### config.mk
export PLATFORM = sky130hd
export DESIGN_NAME = rtc_bus_seq
export DESIGN_NICKNAME = d
export VERILOG_FILES = /design/src/rtl/rtc_bus_seq.sv
export SDC_FILE = /design/constraint.sdc
export NUM_CORES = 1
export LEC_CHECK = 0
export CAP_MARGIN = 0
export CORE_MARGIN = 4
export CORE_UTILIZATION = 30
export DETAILED_ROUTE_END_ITERATION = 16
export SLEW_MARGIN = 20
export SYNTH_ARGS = -nofsm -noshare
export SYNTH_HDL_FRONTEND = slang
export SYNTH_SLANG_ARGS = --single-unit
### constraint.sdc
create_clock -name clock -period 3.5 [get_ports clock]
set_input_delay 1.05 -clock clock [delete_from_list [all_inputs] [get_ports clock]]
set_output_delay 1.05 -clock clock [all_outputs]
set_load 0.01 [all_outputs]
### src/rtl/rtc_bus_seq.sv
// Multiplexed-bus access sequencer: a read burst over an address table or a single write,
// stepping through address, turnaround, data-strobe and recovery phases with registered outputs.
module rtc_bus_seq #(
  parameter int N_REG  = 10,
  parameter int T_ADDR = 6,
  parameter int T_TURN = 18,
  parameter int T_DATA = 9,
  parameter int T_GAP  = 10
) (
  input  logic               clock,
  input  logic               reset,
  input  logic               start,
  input  logic               mode,
  input  logic               abort,
  input  logic [8*N_REG-1:0] addr_tab,
  input  logic [3:0]         wr_idx,
  input  logic [7:0]         wdata,
  input  logic [7:0]         ADin,
  output logic [7:0]         ADout,
  output logic               ad,
  output logic               cs,
  output logic               wr,
  output logic               rd,
  output logic               bus_rel,
  output logic [8*N_REG-1:0] rdata,
  output logic               rd_valid,
  output logic [3:0]         rd_idx,
  output logic               busy,
  output logic               done,
  output logic               err,
  output logic [2:0]         state
);

  typedef enum logic [2:0] {
    S_IDLE, S_ADDR, S_AEND, S_TURN, S_DATA, S_DEND, S_GAP
  } st_t;

  localparam logic [7:0] C_ADDR   = 8'(T_ADDR - 1);
  localparam logic [7:0] C_TURN   = 8'(T_TURN - 1);
  localparam logic [7:0] C_DATA   = 8'(T_DATA - 1);
  localparam logic [7:0] C_GAP    = 8'(T_GAP - 1);
  localparam logic [4:0] LAST_IDX = 5'(N_REG - 1);
  localparam logic [4:0] NREG5    = 5'(N_REG);

  st_t        st;
  logic [7:0] cnt;
  logic [3:0] idx;
  logic       wmode;

  assign state = st;

  function automatic logic [7:0] addr_of(input logic [8*N_REG-1:0] tab, input logic [3:0] i);
    logic [7:0] a;
    a = 8'hFF;
    for (int k = 0; k < N_REG; k++)
      if (i == 4'(k)) a = tab[8*k +: 8];
    return a;
  endfunction

  // Handshake: start is a level request taken only in IDLE (ignored while busy); abort ends any
  // active access on the next edge, beats phase advance, and is a no-op in IDLE; reset beats both.
  always_ff @(posedge clock) begin
    if (reset) begin
      st       <= S_IDLE;
      cnt      <= '0;
      idx      <= '0;
      wmode    <= 1'b0;
      ADout    <= 8'hFF;
      ad       <= 1'b1;
      cs       <= 1'b1;
      wr       <= 1'b1;
      rd       <= 1'b1;
      bus_rel  <= 1'b0;
      rdata    <= '0;
      rd_valid <= 1'b0;
      rd_idx   <= '0;
      busy     <= 1'b0;
      done     <= 1'b0;
      err      <= 1'b0;
    end else begin
      done     <= 1'b0;
      err      <= 1'b0;
      rd_valid <= 1'b0;
      if (abort && st != S_IDLE) begin
        st      <= S_IDLE;
        cnt     <= '0;
        busy    <= 1'b0;
        ADout   <= 8'hFF;
        ad      <= 1'b1;
        cs      <= 1'b1;
        wr      <= 1'b1;
        rd      <= 1'b1;
        bus_rel <= 1'b0;
      end else begin
        case (st)
          S_IDLE: begin
            if (start && !abort) begin
              if (!mode || ({1'b0, wr_idx} < NREG5)) begin
                st      <= S_ADDR;
                cnt     <= C_ADDR;
                idx     <= mode ? wr_idx : 4'd0;
                wmode   <= mode;
                busy    <= 1'b1;
                ADout   <= addr_of(addr_tab, mode ? wr_idx : 4'd0);
                ad      <= 1'b0;
                cs      <= 1'b0;
                wr      <= 1'b0;
                rd      <= 1'b1;
                bus_rel <= 1'b0;
              end else begin
                err <= 1'b1;
              end
            end
          end
          S_ADDR: begin
            if (cnt != 8'd0) cnt <= cnt - 8'd1;
            else begin
              st <= S_AEND;
              ad <= 1'b1;
              cs <= 1'b1;
              wr <= 1'b1;
            end
          end
          S_AEND: begin
            st      <= S_TURN;
            cnt     <= C_TURN;
            ADout   <= 8'hFF;
            bus_rel <= 1'b1;
          end
          S_TURN: begin
            if (cnt != 8'd0) cnt <= cnt - 8'd1;
            else begin
              st  <= S_DATA;
              cnt <= C_DATA;
              cs  <= 1'b0;
              if (wmode) begin
                wr      <= 1'b0;
                bus_rel <= 1'b0;
                ADout   <= wdata;
              end else begin
                rd <= 1'b0;
              end
            end
          end
          S_DATA: begin
            if (cnt != 8'd0) cnt <= cnt - 8'd1;
            else begin
              st      <= S_DEND;
              cs      <= 1'b1;
              wr      <= 1'b1;
              rd      <= 1'b1;
              ADout   <= 8'hFF;
              bus_rel <= 1'b0;
              // The device's data is taken on the final strobe cycle, reported one cycle later.
              if (!wmode) begin
                for (int k = 0; k < N_REG; k++)
                  if (idx == 4'(k)) rdata[8*k +: 8] <= ADin;
                rd_valid <= 1'b1;
                rd_idx   <= idx;
              end
            end
          end
          S_DEND: begin
            st  <= S_GAP;
            cnt <= C_GAP;
          end
          S_GAP: begin
            if (cnt != 8'd0) cnt <= cnt - 8'd1;
            else if (!wmode && ({1'b0, idx} < LAST_IDX)) begin
              st    <= S_ADDR;
              cnt   <= C_ADDR;
              idx   <= idx + 4'd1;
              ADout <= addr_of(addr_tab, idx + 4'd1);
              ad    <= 1'b0;
              cs    <= 1'b0;
              wr    <= 1'b0;
            end else begin
              st   <= S_IDLE;
              busy <= 1'b0;
              done <= 1'b1;
            end
          end
          default: st <= S_IDLE;
        endcase
      end
    end
  end

endmodule

==> impl_metrics.toml, run 1 <==
[outcome]
status = "finished, final reports clean"

[synth]
synthesis.area_um2 = 6870
synth_xor_area_share_pct = 0.255
synth_top_area_share_pct = 34.1
synthTopCellsByArea = "dfxtp_1 (34%), nand2_1 (12%), a21oi_1 (10%), o21ai_0 (4.9%), nor2_1 (3.3%)"
muxShareOfSynthArea_pct = 1.35
synth_top_family_by_area = "compound AO/OA/AOI/OAI gates"
synth-edff-count = 0
syn-num-nets = 1079
ys_ff_latch = 117
synth_fa_ha_area_share_pct = 1.82
yosys_warnings = 0
syn_inst = 964
synthFlopType = "dfxtp_1"
yosysSeqAreaShare_pct = 34.1
synth_compound_area_share_pct = 31.2
yosysTopAreaCell = "dfxtp_1"
avgSynthCellArea_um2 = 7.12
synthSimpleGateAreaFrac_pct = 25.6
synth_cell_types = 64
async_flop_share_pct = 0

[floorplan]
die_y_um = 159
start_util_pct = 30.4
core_area_um2 = 22600
dieArea_um2 = 25400
io_pins = 209
num_rows = 55
die_w_um = 159

[cts]
cts_root_buf = "clkbuf_16"
cts_tree = "done"
cts-resized-gates = 0
clock-sinks = 117
htree_levels = 4
postCtsHoldBufs = 0
clk_pin_slew_worst_paths_ps = 60
numCtsBuffers = 17
post_cts_buffers = 0
cts_buffer_depth = 2
insertion_delay_ps = 410

[global_route]
antenna_found_initial = 0
grt_pass1_wl_mm = 42.9
grt_overflow = 0
grt_max_degree = 83
grt_util_all_layers_pct = 20.9
grt_pass1_vias = 7636

[timing]
fin_worst_skew_ps = 13.2
setup_tns_ps = 0
period_minus_slack_ps = 3070
period_share_pct = 87.7
finalSetupViolCount = 0
max_freq_mhz = 326
hold_viol_final = 0
slew_violations = 0
slew_headroom_pct = 36.8
rsz0062_at_grt = "no"
worst_pin_slew_ps = 949

[final_layout]
fin_nets = 1284
layout-drive-gt1-share_pct = 7.78
diodes = 0
mostFrequentLayoutCell = "nand2_1"
final_cell_mix = "nand2_1 (219), clkdlybuf4s50_1 (207), a21oi_1 (140), dfxtp_1 (117), o21ai_0 (67)"
final_cells = 1467
area_growth_pct = 44.8

[critical_path]
r2r_end = "idx[0]$_SDFFE_PP0P_"
path_class = "in2reg"
ff2ff_path_depth = 9
critPathLaunchType = "input port"
required_ps = 3830
rr_startpoint = "idx[0]$_SDFFE_PP0P_"
r2r_slack_ps = 530
worstPathArrival_ps = 3400
crit_fanout = 10
end_kind = "flip-flop"

[power_and_ir_drop]
leakagePower_nw = 3.46
pwr-share-clk_pct = 33.0
powerDensity_nw_per_um2 = 511
swShare_pct = 35.9
seqPwrFrac_pct = 30.8
internal_power_w = 0.00325
p_switching_w = 0.00182
ir_drop_v = 0.000301
p_total_w = 0.00508
p_comb_share_pct = 36.2

[placed_design]
globalplace.congestion = 0.881
dp_hpwl_mm = 21.0
port_buffers = 208
dp.cells = 1435

[detailed_routing]
wl_per_cell_um = 18.9
wl_mm = 27.7
viasPerCell = 5.50
drcViolationCount = 0
drtPass1Iterations = 5
drt_iter0_markers = 594
vias = 8067
ant_nets = 0

[hold_path]
hold_path_startpoint = "rdata[75]$_SDFFE_PP0P_"
holdPathEnd = "rdata[75]$_SDFFE_PP0P_"
min_path_type = "reg2reg"
hold_depth = 2

[job]
cap_violations = 0
-- cell usage after synthesis (7+ instances only) --
| cell type | number |
|---|---|
| buf_2 | 12 |
| a22oi_1 | 15 |
| nor2b_1 | 15 |
| nor2_1 | 60 |
| dfxtp_1 | 117 |
| a31oi_1 | 10 |
| a221o_1 | 13 |
| o2bb2ai_1 | 8 |
| clkbuf_1 | 51 |
| ha_1 | 10 |
| mux2i_1 | 7 |
| nor3_1 | 8 |
| a21oi_1 | 140 |
| nand2b_1 | 14 |
| nand2_1 | 219 |
| or3_1 | 9 |
| nand3_1 | 19 |
| inv_1 | 25 |
| o21ai_0 | 67 |
| o22ai_1 | 22 |
| and2_1 | 12 |
| a211oi_1 | 11 |
-- power groups by stage --
stage               sequential (W)  clock [W]  combinational, W
floorplan                  0.00159          0           0.00112
global route               0.00158    0.00177           0.00201
CTS                        0.00156    0.00172           0.00182
global placement           0.00159          0           0.00181
finish                     0.00157    0.00168           0.00184
detailed placement         0.00159          0           0.00182
-- per-stage QoR --
stage	area (um2)	utilization (%)	hold slack, ps	setup WS, ps
detailed placement	9370	41.5	443	93.5
floorplan	6870	-	450	774
finish	9940	44.0	448	431
global route	9940	44.0	462	278
global placement	9370	41.5	437	128
CTS	9940	44.0	449	515
-- flip-flops by register name, indices dropped and copies added (netlist names) --
register  cells
idx           4
cs            1
rdata        80
cnt           8
rd_valid      1
busy          1
err           1
done          1
ad            1
state         3
bus_rel       1
wmode         1
wr            1
rd_idx        4
ADout         8
rd            1
-- metal layers --
layer	global-route usage (%)	vias up	wire [um]
met3	4.92	45	2410
met5	0	-	0
met1	28.4	3683	12300
met4	6.55	0	563
met2	32.8	467	12400
li1	-	3872	-
-- final cells by class --
class | count | area, um2
Fill cell | 2243 | 12600
Clock buffer | 22 | 474
Timing Repair Buffer | 255 | 2440
Tap cell | 285 | 357
Inverter | 25 | 93.8
Clock inverter | 10 | 97.6
Multi-Input combinational cell | 753 | 4140
Sequential cell | 117 | 2340
-- cell families after synthesis --
| kind of cell | Yosys count |
|---|---|
| adder cells (fa/ha/maj) | 10 |
| XOR/XNOR | 2 |
| flip-flops | 117 |
| multiplexers | 9 |
| buffers and inverters | 94 |
| AND/OR/NAND/NOR | 386 |
| AO/OA/AOI/OAI | 346 |
-- worst max-delay path, stage by stage --
cell and delay [ps]:
clkdlybuf4s50_1 750, inv_1 220, nor2_1 420, a221oi_1 170, o21ai_0 240, o221a_2 240, o22ai_1 80, o31ai_1 220
-- how the worst max path moves through the flow --
| stage | from | end | cells after the start |
|---|---|---|---|
| 2_1_floorplan | wr_idx[0] | ADout[3]$_SDFFE_PP1P_ | 8 |
| 3_3_place_gp | wr_idx[1] | idx[0]$_SDFFE_PP0P_ | 8 |
| 3_5_place_dp | wr_idx[1] | idx[0]$_SDFFE_PP0P_ | 8 |
| 4_1_cts | idx[0]$_SDFFE_PP0P_ | idx[0]$_SDFFE_PP0P_ | 9 |
| 5_1_grt | wr_idx[1] | ADout[3]$_SDFFE_PP1P_ | 8 |
| 6_report | wr_idx[1] | ADout[4]$_SDFFE_PP1P_ | 8 |
Power figures use the tool's default switching activity.
==> run 2: changes to the inputs <==
- CELL_PAD_IN_SITES_DETAIL_PLACEMENT: default -> 1
- CELL_PAD_IN_SITES_GLOBAL_PLACEMENT: default -> 1
- DONT_BUFFER_PORTS: default -> 1
- PLACE_DENSITY_LB_ADDON: default -> 0.1
==> impl_metrics.toml, run 2 (same netlist as run 1, synthesis figures left out) <==
[cts]
cts_root_buf = "clkbuf_16"
clk_pin_slew_worst_paths_ps = 70
postCtsHoldBufs = 0
insertion_delay_ps = 420
post_cts_buffers = 0
cts_buffer_depth = 2
clock-sinks = 117
htree_levels = 4
cts_tree = "done"
cts-resized-gates = 0
numCtsBuffers = 17

[critical_path]
path_delay_family = "compound AO/OA/AOI/OAI gates"
cp_num_buf_inv = 2
slowest_stage = "dfxtp_1"
rr_startpoint = "idx[0]$_SDFFE_PP0P_"
path_class = "reg2reg"
end_kind = "flip-flop"
worstPathArrival_ps = 3090
required_ps = 3810
crit_fanout = 12
cpPeakStageDelay_ps = 510
startpoint = "idx[0]$_SDFFE_PP0P_"
worstPathCellList = "inv_1 -> ha_1 -> buf_4 -> nor2b_1 -> a211oi_1 -> a221o_1 -> o32ai_1 -> a22oi_1 -> nor4_1 -> o41ai_1"
critPathLaunchType = "flip-flop"

[global_route]
grt_overflow = 0
grt_util_all_layers_pct = 21.2
grt_pass1_wl_mm = 42.9
antenna_found_initial = 1
grt_pass1_vias = 7122
grt_max_degree = 94

[final_layout]
final_util_pct = 33.9
mostFrequentLayoutCell = "nand2_1"
final_cell_mix = "nand2_1 (219), a21oi_1 (140), dfxtp_1 (117), o21ai_0 (67), nor2_1 (60)"
fin_nets = 1046
largest_reg_flops = 80
top_register = "rdata"
layout-drive-gt1-share_pct = 6.67
reg.largest.list = "rdata (80), ADout (8), cnt (8)"
area_growth_pct = 11.3

[timing]
max_freq_mhz = 360
period_minus_slack_ps = 2780
setup_tns_ps = 0
period_share_pct = 79.3
hold_viol_final = 0
setup_slack_ps = 724
worst_pin_slew_ps = 828
slew_headroom_pct = 44.5
slew_violations = 0
fin_worst_skew_ps = 12.6
finalSetupViolCount = 0
rsz0062_at_grt = "no"

[floorplan]
die_w_um = 159
io_pins = 209
core_area_um2 = 22600
dieArea_um2 = 25400
die_y_um = 159
start_util_pct = 30.4
num_rows = 55

[job]
cap_violations = 0

[detailed_routing]
wl_per_cell_um = 22.6
drcViolationCount = 0
ant_nets = 0
viasPerCell = 5.64
drt_iter0_markers = 348
drtPass1Iterations = 4
wl_mm = 27.8
vias = 6942

[placed_design]
globalplace.congestion = 0.848
place_ws_ps = 546
port_buffers = 0
dp_hpwl_mm = 20.8

[power_and_ir_drop]
ir_drop_v = 0.000235
leakagePower_nw = 2.57
powerDensity_nw_per_um2 = 627
p_total_w = 0.00479

[outcome]
status = "finished, final reports clean"

[hold_path]
hold_path_startpoint = "cnt[6]$_SDFFE_PP0P_"
min_path_type = "reg2reg"
[run 2: worst reg2reg max path, cell delays in order (launching register included)]
cell and delay [ps]:
dfxtp_1 510, inv_1 190, ha_1 420, buf_4 260, nor2b_1 140, a211oi_1 280
a221o_1 180, o32ai_1 70, a22oi_1 230, nor4_1 70, o41ai_1 340
[run 2: worst paths after layout]
| path | cells after the start | slack, ps | to |
|---|---|---|---|
| hold reg to reg | 2 | 480 | cnt[6]$_SDFFE_PP0P_ |
| setup reg to reg | 10 | 720 | ADout[7]$_SDFFE_PP1P_ |
| setup / recovery | 10 | 720 | ADout[7]$_SDFFE_PP1P_ |
| hold / removal | 2 | 480 | cnt[6]$_SDFFE_PP0P_ |
[run 2: layout make-up]
class	instances	area, um2
inverters	25	93.8
clock inverters	15	160
repair buffers	17	128
flip-flops and latches	117	2340
well taps	285	357
multi-input cells	753	4140
diodes	1	2.50
fillers	2784	14900
clock buffers	17	425
[run 2: power breakdown]
part | leakage, nW | switching [W] | internal (W)
logic | 1.34 | 0.000891 | 0.000499
registers | 0.946 | 0.000194 | 0.00144
clock network | 0.284 | 0.000754 | 0.00101
[run 2: per-layer routing]
metal / part of all wire (%) / vias to the layer above / global-route usage [%]
li1: - / 3371 / -
met1: 42 / 3369 / 25.0
met2: 47 / 180 / 35.4
met3: 9.6 / 20 / 9.50
met4: 1.4 / 2 / 4.89
met5: 0.050 / - / 0
[run 2: per-stage QoR]
step                hold slack, ps  cells  area [um2]
global route                   495   1229        7640
global placement               461   1197        7060
CTS                            482   1229        7640
detailed placement             473   1197        7060
floorplan                      450    964        6870
finish                         479   1230        7640
